<file path="src/rtl/hbridge_pwm_ctrl.sv">
// rtl/hbridge_pwm_ctrl.sv - APB3 H-bridge PWM controller with per-channel reversal dead-time
// Optional watchdog built in when HBRIDGE_WDOG_EN is defined.
module hbridge_pwm_ctrl #(
  parameter logic [15:0] BASE_ADDR   = 16'h0000,
  parameter int          NUM_CH      = 2,
  parameter int          PWM_W       = 12,
  parameter int          DEAD_CYCLES = 64,
  parameter int          WDOG_W      = 24
) (
  input  logic                  PCLK,
  input  logic                  PRESET,
  input  logic                  PSEL,
  input  logic                  PENABLE,
  input  logic                  PWRITE,
  input  logic [31:0]           PADDR,
  input  logic [31:0]           PWDATA,
  output logic [31:0]           PRDATA,
  output logic                  PREADY,
  output logic                  PSLVERR,
  output logic [2*NUM_CH-1:0]   HBRIDGE_CMD,
  output logic [NUM_CH-1:0]     HBRIDGE_EN
);

  localparam int DW = (DEAD_CYCLES > 1) ? $clog2(DEAD_CYCLES) : 1;

  typedef enum logic [1:0] {ST_IDLE = 2'd0, ST_RUN = 2'd1, ST_DEAD = 2'd2} state_t;

  logic [15:0]      off;
  logic             wr, wr_period, wrap, trip_q;
  logic [PWM_W-1:0] period_q, cnt_q;
  logic [1:0]       ctrl_cmd_q [NUM_CH];
  logic [NUM_CH-1:0] ctrl_en_q, wr_ctrl, wr_duty, pwm, en_q;
  logic [PWM_W-1:0] duty_sh_q [NUM_CH];
  logic [PWM_W-1:0] duty_sh_nxt [NUM_CH];
  logic [PWM_W-1:0] duty_act_q [NUM_CH];
  state_t           state_q [NUM_CH];
  logic [DW-1:0]    dead_q [NUM_CH];
  logic [1:0]       applied_q [NUM_CH];
  logic [1:0]       cmd_q [NUM_CH];
  logic             unused_bits;

  function automatic logic is_dir(input logic [1:0] c);
    return (c == 2'b01) || (c == 2'b10);
  endfunction

  assign off         = PADDR[15:0] - BASE_ADDR;
  assign wr          = PSEL & PENABLE & PWRITE;
  assign wr_period   = wr && (off == 16'h0000);
  assign wrap        = (period_q != '0) && (cnt_q >= period_q - PWM_W'(1));
  assign PREADY      = 1'b1;
  assign PSLVERR     = 1'b0;
  assign HBRIDGE_EN  = en_q;
  assign unused_bits = ^{PADDR[31:16], PWDATA};

  always_comb begin
    for (int i = 0; i < NUM_CH; i++) begin
      wr_ctrl[i]     = wr && (off == 16'(16 + 8 * i));
      wr_duty[i]     = wr && (off == 16'(20 + 8 * i));
      duty_sh_nxt[i] = wr_duty[i] ? PWDATA[PWM_W-1:0] : duty_sh_q[i];
      pwm[i]         = (period_q != '0) ? (cnt_q < duty_act_q[i]) : (duty_act_q[i] != '0);
      HBRIDGE_CMD[2*i +: 2] = cmd_q[i];
    end
  end

  // Shared PWM timebase; a PERIOD write restarts it from zero.
  always_ff @(posedge PCLK) begin
    if (PRESET) begin
      period_q <= '0;
      cnt_q    <= '0;
    end else begin
      if (wr_period) period_q <= PWDATA[PWM_W-1:0];
      if (wr_period || wrap || period_q == '0) cnt_q <= '0;
      else cnt_q <= cnt_q + PWM_W'(1);
    end
  end

`ifdef HBRIDGE_WDOG_EN
  logic [WDOG_W-1:0] wdog_load_q, wdog_load_nxt, wdog_cnt_q;

  assign wdog_load_nxt = (wr && off == 16'h0008) ? PWDATA[WDOG_W-1:0] : wdog_load_q;

  always_ff @(posedge PCLK) begin
    if (PRESET) begin
      wdog_load_q <= '0;
      wdog_cnt_q  <= '0;
      trip_q      <= 1'b0;
    end else begin
      wdog_load_q <= wdog_load_nxt;
      if (wr) wdog_cnt_q <= wdog_load_nxt;
      else if (wdog_cnt_q != '0) wdog_cnt_q <= wdog_cnt_q - WDOG_W'(1);
      if (wr && off == 16'h0004 && PWDATA[8]) trip_q <= 1'b0;
      else if (!wr && wdog_cnt_q == WDOG_W'(1) && wdog_load_q != '0) trip_q <= 1'b1;
    end
  end
`else
  assign trip_q = 1'b0;
`endif

  always_ff @(posedge PCLK) begin
    for (int i = 0; i < NUM_CH; i++) begin
      if (PRESET) begin
        ctrl_cmd_q[i] <= '0;
        ctrl_en_q[i]  <= 1'b0;
        duty_sh_q[i]  <= '0;
        duty_act_q[i] <= '0;
        state_q[i]    <= ST_IDLE;
        dead_q[i]     <= '0;
        applied_q[i]  <= '0;
        cmd_q[i]      <= '0;
        en_q[i]       <= 1'b0;
      end else begin
        if (wr_ctrl[i]) ctrl_cmd_q[i] <= PWDATA[1:0];
        if (trip_q) ctrl_en_q[i] <= 1'b0;
        else if (wr_ctrl[i]) ctrl_en_q[i] <= PWDATA[2];
        duty_sh_q[i] <= duty_sh_nxt[i];
        if (wr_period || wrap || period_q == '0 || state_q[i] == ST_IDLE)
          duty_act_q[i] <= duty_sh_nxt[i];

        if (trip_q) begin
          state_q[i]   <= ST_IDLE;
          applied_q[i] <= ctrl_cmd_q[i];
          cmd_q[i]     <= 2'b11;
          en_q[i]      <= 1'b0;
        end else begin
          case (state_q[i])
            ST_RUN: begin
              if (!ctrl_en_q[i]) begin
                state_q[i]   <= ST_IDLE;
                applied_q[i] <= ctrl_cmd_q[i];
                cmd_q[i]     <= ctrl_cmd_q[i];
                en_q[i]      <= 1'b0;
              end else if (ctrl_cmd_q[i] != applied_q[i] &&
                           (is_dir(ctrl_cmd_q[i]) || is_dir(applied_q[i]))) begin
                // Outputs coast from this edge; DEAD_CYCLES-1 down to 0 spans DEAD_CYCLES cycles.
                state_q[i] <= ST_DEAD;
                dead_q[i]  <= DW'(DEAD_CYCLES - 1);
                cmd_q[i]   <= 2'b00;
                en_q[i]    <= 1'b0;
              end else begin
                applied_q[i] <= ctrl_cmd_q[i];
                cmd_q[i]     <= ctrl_cmd_q[i];
                en_q[i]      <= pwm[i];
              end
            end
            ST_DEAD: begin
              if (dead_q[i] != '0) begin
                dead_q[i] <= dead_q[i] - DW'(1);
              end else begin
                applied_q[i] <= ctrl_cmd_q[i];
                cmd_q[i]     <= ctrl_cmd_q[i];
                en_q[i]      <= ctrl_en_q[i] & pwm[i];
                state_q[i]   <= ctrl_en_q[i] ? ST_RUN : ST_IDLE;
              end
            end
            default: begin
              applied_q[i] <= ctrl_cmd_q[i];
              cmd_q[i]     <= ctrl_cmd_q[i];
              en_q[i]      <= ctrl_en_q[i] & pwm[i];
              state_q[i]   <= ctrl_en_q[i] ? ST_RUN : ST_IDLE;
            end
          endcase
        end
      end
    end
  end

  always_comb begin
    PRDATA = '0;
    if (PSEL && !PWRITE) begin
      case (off)
        16'h0000: PRDATA[PWM_W-1:0] = period_q;
        16'h0004: begin
          for (int i = 0; i < NUM_CH; i++) PRDATA[i] = (state_q[i] == ST_DEAD);
          PRDATA[8] = trip_q;
        end
`ifdef HBRIDGE_WDOG_EN
        16'h0008: PRDATA[WDOG_W-1:0] = wdog_load_q;
`endif
        default: begin
          for (int i = 0; i < NUM_CH; i++) begin
            if (off == 16'(16 + 8 * i)) PRDATA[2:0] = {ctrl_en_q[i], ctrl_cmd_q[i]};
            if (off == 16'(20 + 8 * i)) PRDATA[PWM_W-1:0] = duty_sh_q[i];
          end
        end
      endcase
    end
  end

endmodule

</file>
<file path="config.mk">
export PLATFORM = sky130hd
export DESIGN_NAME = hbridge_pwm_ctrl
export DESIGN_NICKNAME = d
export VERILOG_FILES = /design/src/rtl/hbridge_pwm_ctrl.sv
export SDC_FILE = /design/constraint.sdc
export NUM_CORES = 1
export LEC_CHECK = 0
export CAP_MARGIN = 20
export CORE_MARGIN = 5
export CORE_UTILIZATION = 45
export DETAILED_ROUTE_END_ITERATION = 16
export HOLD_SLACK_MARGIN = 0.1
export PLACE_DENSITY = 0.7
export SLEW_MARGIN = 30
export SYNTH_ARGS = -nofsm -noshare
export SYNTH_HDL_FRONTEND = slang
export SYNTH_SLANG_ARGS = --single-unit
</file>
<file path="constraint.sdc">
create_clock -name PCLK -period 8.5 [get_ports PCLK]
set_input_delay 1.7 -clock PCLK [delete_from_list [all_inputs] [get_ports PCLK]]
set_output_delay 1.7 -clock PCLK [all_outputs]
set_load 0.02 [all_outputs]
</file>
After elaboration in Yosys (flattened, before gate mapping)
Memories as Yosys holds them, arrays and structs flattened.
Index checks and enable logic that the tools add are counted.
- flip-flop bits (word level): 28
- RAM bits: 76
- input bits: 69
- output and inout port bits: 40
- logic and storage cells: 237
- memories kept: 7
- $add $sub $neg: 4
- magnitude comparators: 3
- eq/ne operators: 21
- multiplexer cells: 124
- bitwise gates (word level): 40
- reductions and logical operators: 32
- memories (memory ; depth ; width ; read ports ; clocked after memory_dff ; write ports ; line ; source):
    duty_act_q ; 2 ; 12 ; 2 ; 0 ; 2 ; 35 ; logic [PWM_W-1:0] duty_act_q [NUM_CH];
    duty_sh_q ; 2 ; 12 ; 2 ; 0 ; 2 ; 33 ; logic [PWM_W-1:0] duty_sh_q [NUM_CH];
    dead_q ; 2 ; 6 ; 2 ; 0 ; 2 ; 37 ; logic [DW-1:0] dead_q [NUM_CH];
    applied_q ; 2 ; 2 ; 2 ; 0 ; 2 ; 38 ; logic [1:0] applied_q [NUM_CH];
    cmd_q ; 2 ; 2 ; 2 ; 0 ; 2 ; 39 ; logic [1:0] cmd_q [NUM_CH];
    ctrl_cmd_q ; 2 ; 2 ; 2 ; 0 ; 2 ; 31 ; logic [1:0] ctrl_cmd_q [NUM_CH];
    +1 memories ; - ; - ; - ; - ; - ; - ;
- operators with widths (cell ; number):
    12-bit two-way mux ; 9
    1-bit two-way mux ; 75
    16-bit by 5-bit equality test with 1-bit output (second input constant) ; 4
    2-bit two-way mux ; 28
    1-bit OR ; 36
    12-bit nonzero test ; 3
    12-bit < comparator ; 2
    6-bit two-way mux ; 4
    16-bit by 3-bit equality test with 1-bit output (second input constant) ; 1
    16-bit zero test ; 1
    12-bit by 1-bit adder with 12-bit output (second input constant) ; 1
    2-bit by 1-bit equality test with 1-bit output (second input constant) ; 6
    2-bit equality test (second input constant) ; 6
    12-bit greater-or-equal comparator ; 1
    12-bit zero test ; 1
    6-bit one-hot mux with 2 select lines ; 1
    6-bit nonzero test ; 2
    12-bit by 1-bit subtractor with 12-bit output (second input constant) ; 1
    6-bit by 1-bit subtractor with 6-bit output (second input constant) ; 2
    1-bit logical OR ; 10
    1-bit logical AND ; 9
    3-bit two-way mux ; 2
    1-bit one-hot mux with 2 select lines ; 3
    3-bit one-hot mux with 2 select lines ; 1
    7 further kinds ; 15

Depth between registers and ports, before layout
Gate-level depths: netlist (run 1).
An unclocked memory read counts as a cell.
- word-level depth: 14
- mapped depth: 12

Worst setup path after synthesis (run 1)
No wires, ideal clock.
- path kind: input port to output port
- from: in PADDR[10]
- to: out PRDATA[10]
- data arrival time: 3.378 ns
- required time: 6.800 ns
- slack: 3.422 ns
- stages: 5
- buffers on the path: 0
- cell sequence: nor4_2 > nand4_2 > nor3_1 > a222oi_1 > nor2_1
- word-level cells in the longest chain between the ends: 5
- elaborated cells on any way between the ends: 8
- RTL lines (what ; line ; source):
    start, declared ; 15 ; input logic [31:0] PADDR,
    16-bit by 5-bit equality test with 1-bit output ; 182 ; if (off == 16'(20 + 8 * i)) PRDATA[PWM_W-1:0] = duty_sh_q[i];
    12-bit two-way mux (2 in series) ; 182 ;
    3-bit one-hot mux with 2 select lines (*) ; 170 ; case (off)
    12-bit two-way mux (*) ; 169 ; if (PSEL && !PWRITE) begin
    end, declared ; 17 ; output logic [31:0] PRDATA,
Every way passes the cells marked *; elsewhere a longest branch is shown, timed or not.

Final worst setup path (run 1)
- from: in PADDR[14]
- to: out PRDATA[11]
Same word-level chain as after synthesis.

==> flow_summary.yaml, run 1 <==
run_status:
  status: "finished, final reports clean"
cells_and_area:
  fin_nets: 768
  final_util: 0.526
  antenna_cells: 0
  nFillCells: 1234
  regArea_mm2: 0.00260
  multi_input_area_mm2: 0.00324
  syn2layout_area_growth_pct: 13.5
  drive_above_1_share: 0.0727
  final_area_mm2: 0.00702
route:
  via_per_inst: 5.67
  vias: 4737
  drtPass1Iterations: 5
  drc: 0
  drtAntennaViolNets: 0
  routed_wl_mm: 14.3
  dr.first_iter.drc_count: 350
  wl_per_cell_um: 17.1
sta:
  finalSetupTns_ps: 0
  tightest_slew_ps: 944
  setup_viol: 0
  holdWs_ps: 522
  min_period_over_period: 0.721
  fin_skew_ps: 6.85
  slew_viol_final: 0
  slew_headroom: 0.369
  max_freq_ghz: 0.163
  hold_violations: 0
  rsz0062_at_grt: "no"
  period_needed_ps: 6130
clock_tree:
  numCtsBuffers: 9
  cts_resized: 0
  cts_tree: "done"
  cts-root-buf: "clkbuf_16"
  max-clock-path-buffers: 2
  cts_hold_buf: 0
  cts_sinks: 104
  clock_latency_ps: 350
  clk_pin_slew_ps: 70
  htree_levels: 3
  cts_setup_buffers: 0
place:
  portBuffers: 50
  dpl-instance-area_mm2: 0.00673
  dp_hpwl_mm: 10.9
  gp_congestion: 0.864
power:
  total_power_uw: 998
  pwr-share-seq: 0.533
  leakage_uw: 0.00275
  clockPowerShare: 0.408
  p_comb_frac: 0.059
  vdd_ir_drop_max_v: 0.000115
  p_int_uw: 758
  powerDensity_mw_per_mm2: 142
  switching_power_uw: 241
  p_sw_frac: 0.241
worst_setup_path:
  crit_type: "in2out"
  r2r-end: "duty_act_q[0][6]$_SDFFCE_PN0P_"
  critPathLaunchType: "primary input"
  crit_required_ps: 6800
  cp_max_fo: 9
  crit_chain: "clkdlybuf4s50_1 > nor4_2 > nand4_2 > nor3_2 > a222oi_1 > nor2_1 > clkdlybuf4s50_1"
  endpoint: "PRDATA[11]"
  cp_slowest_cell: "nor3_2"
  crit_path_end_kind: "output pin"
  timing.rr.start: "period_q[5]$_SDFFE_PP0P_"
  worst_r2r_path_depth: 10
  r2r_slack_ps: 4480
  slowest_delay_ps: 670
  critPathMostFrequentCell: "clkdlybuf4s50_1"
  crit_path_start: "PADDR[14]"
  worst_ep_arrival_time_ps: 4430
floorplan:
  pin_count: 109
  dieArea_mm2: 0.0162
  coreArea_mm2: 0.0133
  die_y_um: 127
  start_util: 0.464
  rows: 42
  die_x_um: 127
yosys:
  ys_types: 60
  syn_area_mm2: 0.00619
  synth_warnings: 0
  synth_ff_type: "edfxtp_1"
  ys_top_cells_by_area: "edfxtp_1, dfxtp_1, ha_1"
  synth-edff-count: 52
  synth.top_cell.area_share: 0.252
  seq_area_frac_synth: 0.421
  synth_common_cells: "nor2_1, dfxtp_1, edfxtp_1"
  syn_inst: 616
  avgSynthCellArea_um2: 10.0
  synth_area_leader_cell: "edfxtp_1"
  ys_seq_elements: 104
  async_flop_share: 0
  synth.most_common_cell: "nor2_1"
grt:
  antenna_found_initial: 0
  grt_pass1_wl_mm: 23.5
  grtUsageTotal: 0.180
  overflow: 0
  grt_max_degree: 79
  grt_pass1_vias: 4768
job:
  maxCapViolCount: 0
worst_hold_path:
  hp-class: "reg2reg"
worst min path at each step:
| stage | start | endpoint | slack (ps) | cells after the start |
|---|---|---|---|---|
| floorplan | cnt_q[0]$_SDFF_PP0_ | cnt_q[0]$_SDFF_PP0_ | 470 | 1 |
| global placement | HBRIDGE_EN[1]$_SDFFE_PP0P_ | HBRIDGE_EN[1]$_SDFFE_PP0P_ | 490 | 2 |
| detailed placement | HBRIDGE_EN[1]$_SDFFE_PP0P_ | HBRIDGE_EN[1]$_SDFFE_PP0P_ | 510 | 2 |
| CTS | HBRIDGE_EN[1]$_SDFFE_PP0P_ | HBRIDGE_EN[1]$_SDFFE_PP0P_ | 520 | 2 |
| global route | HBRIDGE_EN[0]$_SDFFE_PP0P_ | HBRIDGE_EN[0]$_SDFFE_PP0P_ | 560 | 2 |
| finish | HBRIDGE_EN[1]$_SDFFE_PP0P_ | HBRIDGE_EN[1]$_SDFFE_PP0P_ | 520 | 2 |
critical path: cells and delay by family:
family | cells | cell delay (ps)
and+or+nand+nor | 4 | 1480
buffers and inverters | 2 | 1050
AOI/OAI and AO/OA | 1 | 200
logic make-up (layout without fill, tap and decap cells):
kind of cell | count (synthesis) | count (layout) | share of synthesized area
AOI/OAI and AO/OA | 100 | 100 | 0.124
muxes | 43 | 43 | 0.0716
other | 2 | 22 | 0.00121
xor gates and xnor gates | 32 | 32 | 0.0453
DFF | 104 | 104 | 0.421
and+or+nand+nor | 206 | 206 | 0.176
buffers and inverters | 85 | 109 | 0.0720
adders and majority gates | 44 | 44 | 0.0890
flip-flops by register name, summed over array words and instances, names as in the netlist, 12 cells and up:
signal,cells
duty_act_q,24
period_q,12
dead_q,12
duty_sh_q,24
cnt_q,12
power by group through the flow:
stage	combinational [uW]	sequential (uW)	clock, uW
floorplan	40.2	544	0
detailed placement	58.0	544	0
CTS	58.1	533	413
global placement	56.5	544	0
finish	58.6	533	407
global route	63.3	533	432
through the flow:
step	cells	worst slack, ps
after global placement	820	2020
after detailed placement	820	2390
after floorplan	636	3420
final	836	2370
after CTS	836	2380
after global routing	836	2220
layout by cell type, fill, tap and decap left out, drive strengths merged, types with 3 or more instances in the layout:
master / count
nor2: 70
dfxtp: 52
edfxtp: 52
clkdlybuf4s50: 49
ha: 44
inv: 44
mux2i: 42
nor3: 27
a211oi: 27
nand2: 26
conb: 22
xnor2: 19
o21ai: 17
a21oi: 16
xor2: 13
nor4: 13
nand3: 12
nand2b: 10
a222oi: 9
or3: 9
clkbuf: 9
and2: 8
and3: 7
nand4: 6
and4: 4
nor4bb: 4
buf: 4
a32oi: 3
a221oi: 3
o31a: 3
a21o: 3
or2: 3
clkinv: 3
cell type report:
type | count | share of cell area
multi-input cells | 447 | 0.462
repair buffers | 53 | 0.0738
clock inverters | 7 | 0.00891
inverters | 40 | 0.0214
flip-flops and latches | 104 | 0.371
clock buffers | 9 | 0.0321
well taps | 176 | 0.0314
layer usage:
metal,wire length (um),global-route usage,up-vias,part of all wire
met3,692,0.0359,20,0.048
li1,-,-,2297,-
met1,6520,0.237,2274,0.46
met4,260,0.0593,0,0.018
met2,6820,0.299,146,0.48
met5,0,0,-,0
(Power assumes the default switching activity.)
==> inputs of run 2 (changes only) <==
==> constraint.sdc (replaced) <==
create_clock -name PCLK -period 5.65 [get_ports PCLK]
set_input_delay 1.13 -clock PCLK [delete_from_list [all_inputs] [get_ports PCLK]]
set_output_delay 1.13 -clock PCLK [all_outputs]
set_load 0.02 [all_outputs]
==> run 2 against run 1 <==
Effect of this change:
- final cell count increased by 0.12%
- clock skew increased by 4.4 ps
- design area increased by 0.21%
- critical path depth unchanged
- critical endpoint is now PRDATA[3]
- worst setup slack got worse by 1400 ps
- clock power increased by 53%
- combinational power increased by 50%
- non-clock buffer count increased by 1
- sequential power increased by 50%
- critical path type unchanged
- hold slack got worse by 17 ps
- core utilization increased by 0.11 points
- sequential cell count unchanged
==> flow_summary.yaml, run 2 (synthesis results as in run 1) <==
sta:
  fin_skew_ps: 11.2
  slew_headroom: 0.327
  tightest_slew_ps: 985
  period_needed_ps: 4710
  hold_violations: 0
  rsz0062_at_grt: "no"
  finalSetupTns_ps: 0
  min_period_over_period: 0.834
  setup_viol: 0
  postLayoutSetupSlackWorst_ps: 939
  slew_viol_final: 0
  max_freq_ghz: 0.212
power:
  vdd_ir_drop_max_v: 0.000166
  powerDensity_mw_per_mm2: 215
  leakage_uw: 0.00276
  pwr-share-seq: 0.531
  clockPowerShare: 0.411
  switching_power_uw: 367
  p_comb_frac: 0.058
  p_int_uw: 1140
  p_sw_frac: 0.243
clock_tree:
  cts_sinks: 104
  clk_pin_slew_ps: 70
  clock_latency_ps: 360
  cts-root-buf: "clkbuf_16"
  max-clock-path-buffers: 2
  htree_levels: 3
  cts_hold_buf: 0
  cts_resized: 0
  numCtsBuffers: 9
  cts_setup_buffers: 0
  cts_tree: "done"
place:
  dp_slack_ps: 955
  dp_hpwl_mm: 10.7
  portBuffers: 50
  gp_congestion: 0.926
grt:
  grt_pass1_wl_mm: 22.9
  use_met3: 0.0313
  overflow: 0
  busiest_layer: "met2"
  grt_pass1_vias: 4660
  grt_max_degree: 80
  use_met2: 0.290
  antenna_found_initial: 0
  grtUsageTotal: 0.175
  grtUsageMet1: 0.233
worst_setup_path:
  cp_max_fo: 9
  critPathLaunchType: "primary input"
  worst_r2r_path_depth: 10
  crit_required_ps: 4520
  crit_type: "in2out"
  crit_path_end_kind: "output pin"
  worst_ep_arrival_time_ps: 3580
route:
  via_per_inst: 5.63
  routed_wl_mm: 14.0
  dr.first_iter.drc_count: 346
  wl_per_cell_um: 16.7
  vias: 4711
  drc: 0
  drtPass1Iterations: 5
  drtAntennaViolNets: 0
floorplan:
  start_util: 0.464
  pin_count: 109
  die_y_um: 127
  die_x_um: 127
  coreArea_mm2: 0.0133
  dieArea_mm2: 0.0162
  rows: 42
job:
  maxCapViolCount: 0
cells_and_area:
  antenna_cells: 0
  drive_above_1_share: 0.0726
  biggestRegsByFlops: "duty_act_q: 24 flops, duty_sh_q: 24 flops"
  syn2layout_area_growth_pct: 13.7
  fin_nets: 769
  final_common_cell: "nor2_1"
  final_cell_mix: "nor2_1, dfxtp_1, edfxtp_1"
worst_hold_path:
  holdPathStages: 2
  hp-class: "reg2reg"
run_status:
  status: "finished, final reports clean"
[run 2: area by class of cell]
class	count	area, um2
fill	1174	6310
multi-input combinational	447	3240
sequential	104	2600
timing repair buffer	54	526
clock buffer	9	225
tap	176	220
inverter	40	150
clock inverter	7	76.3
[run 2: critical path, stage by stage]
cell	delay, ps
clkdlybuf4s50_1	410
nor4_2	350
and4_1	320
and3_1	450
a222oi_1	150
nor2_1	140
clkdlybuf4s50_1	630
[run 2: final timing paths]
path / endpoint / slack [ps] / start
hold reg to reg: HBRIDGE_EN[1]$_SDFFE_PP0P_ / 500 / HBRIDGE_EN[1]$_SDFFE_PP0P_
setup reg to reg: duty_act_q[1][11]$_SDFFCE_PN0P_ / 1630 / period_q[5]$_SDFFE_PP0P_
setup / recovery: PRDATA[3] / 940 / PADDR[14]
hold / removal: HBRIDGE_EN[1]$_SDFFE_PP0P_ / 500 / HBRIDGE_EN[1]$_SDFFE_PP0P_
[run 2: per-layer routing]
layer,part of all wire,vias to the layer above
met2,0.46,150
met5,0,-
met3,0.052,24
met4,0.022,0
met1,0.46,2240
li1,-,2297
[run 2: power groups by stage]
stage	Combinational [uW]	Clock, uW	Sequential, uW
after CTS	87.4	628	801
after floorplan	60.5	0	818
after detailed placement	87.3	0	819
after global placement	85.4	0	818
final	87.7	621	801
after global routing	94.0	663	802
[run 2: per-stage QoR]
stage	std cells	instance area [um2]	power, uW	utilization	hold slack [ps]
global placement	821	6720	903	0.504	490
CTS	837	7040	1520	0.527	505
global route	837	7040	1560	0.527	554
floorplan	636	6260	879	-	473
finish	837	7040	1510	0.527	505
detailed placement	821	6740	906	0.505	486
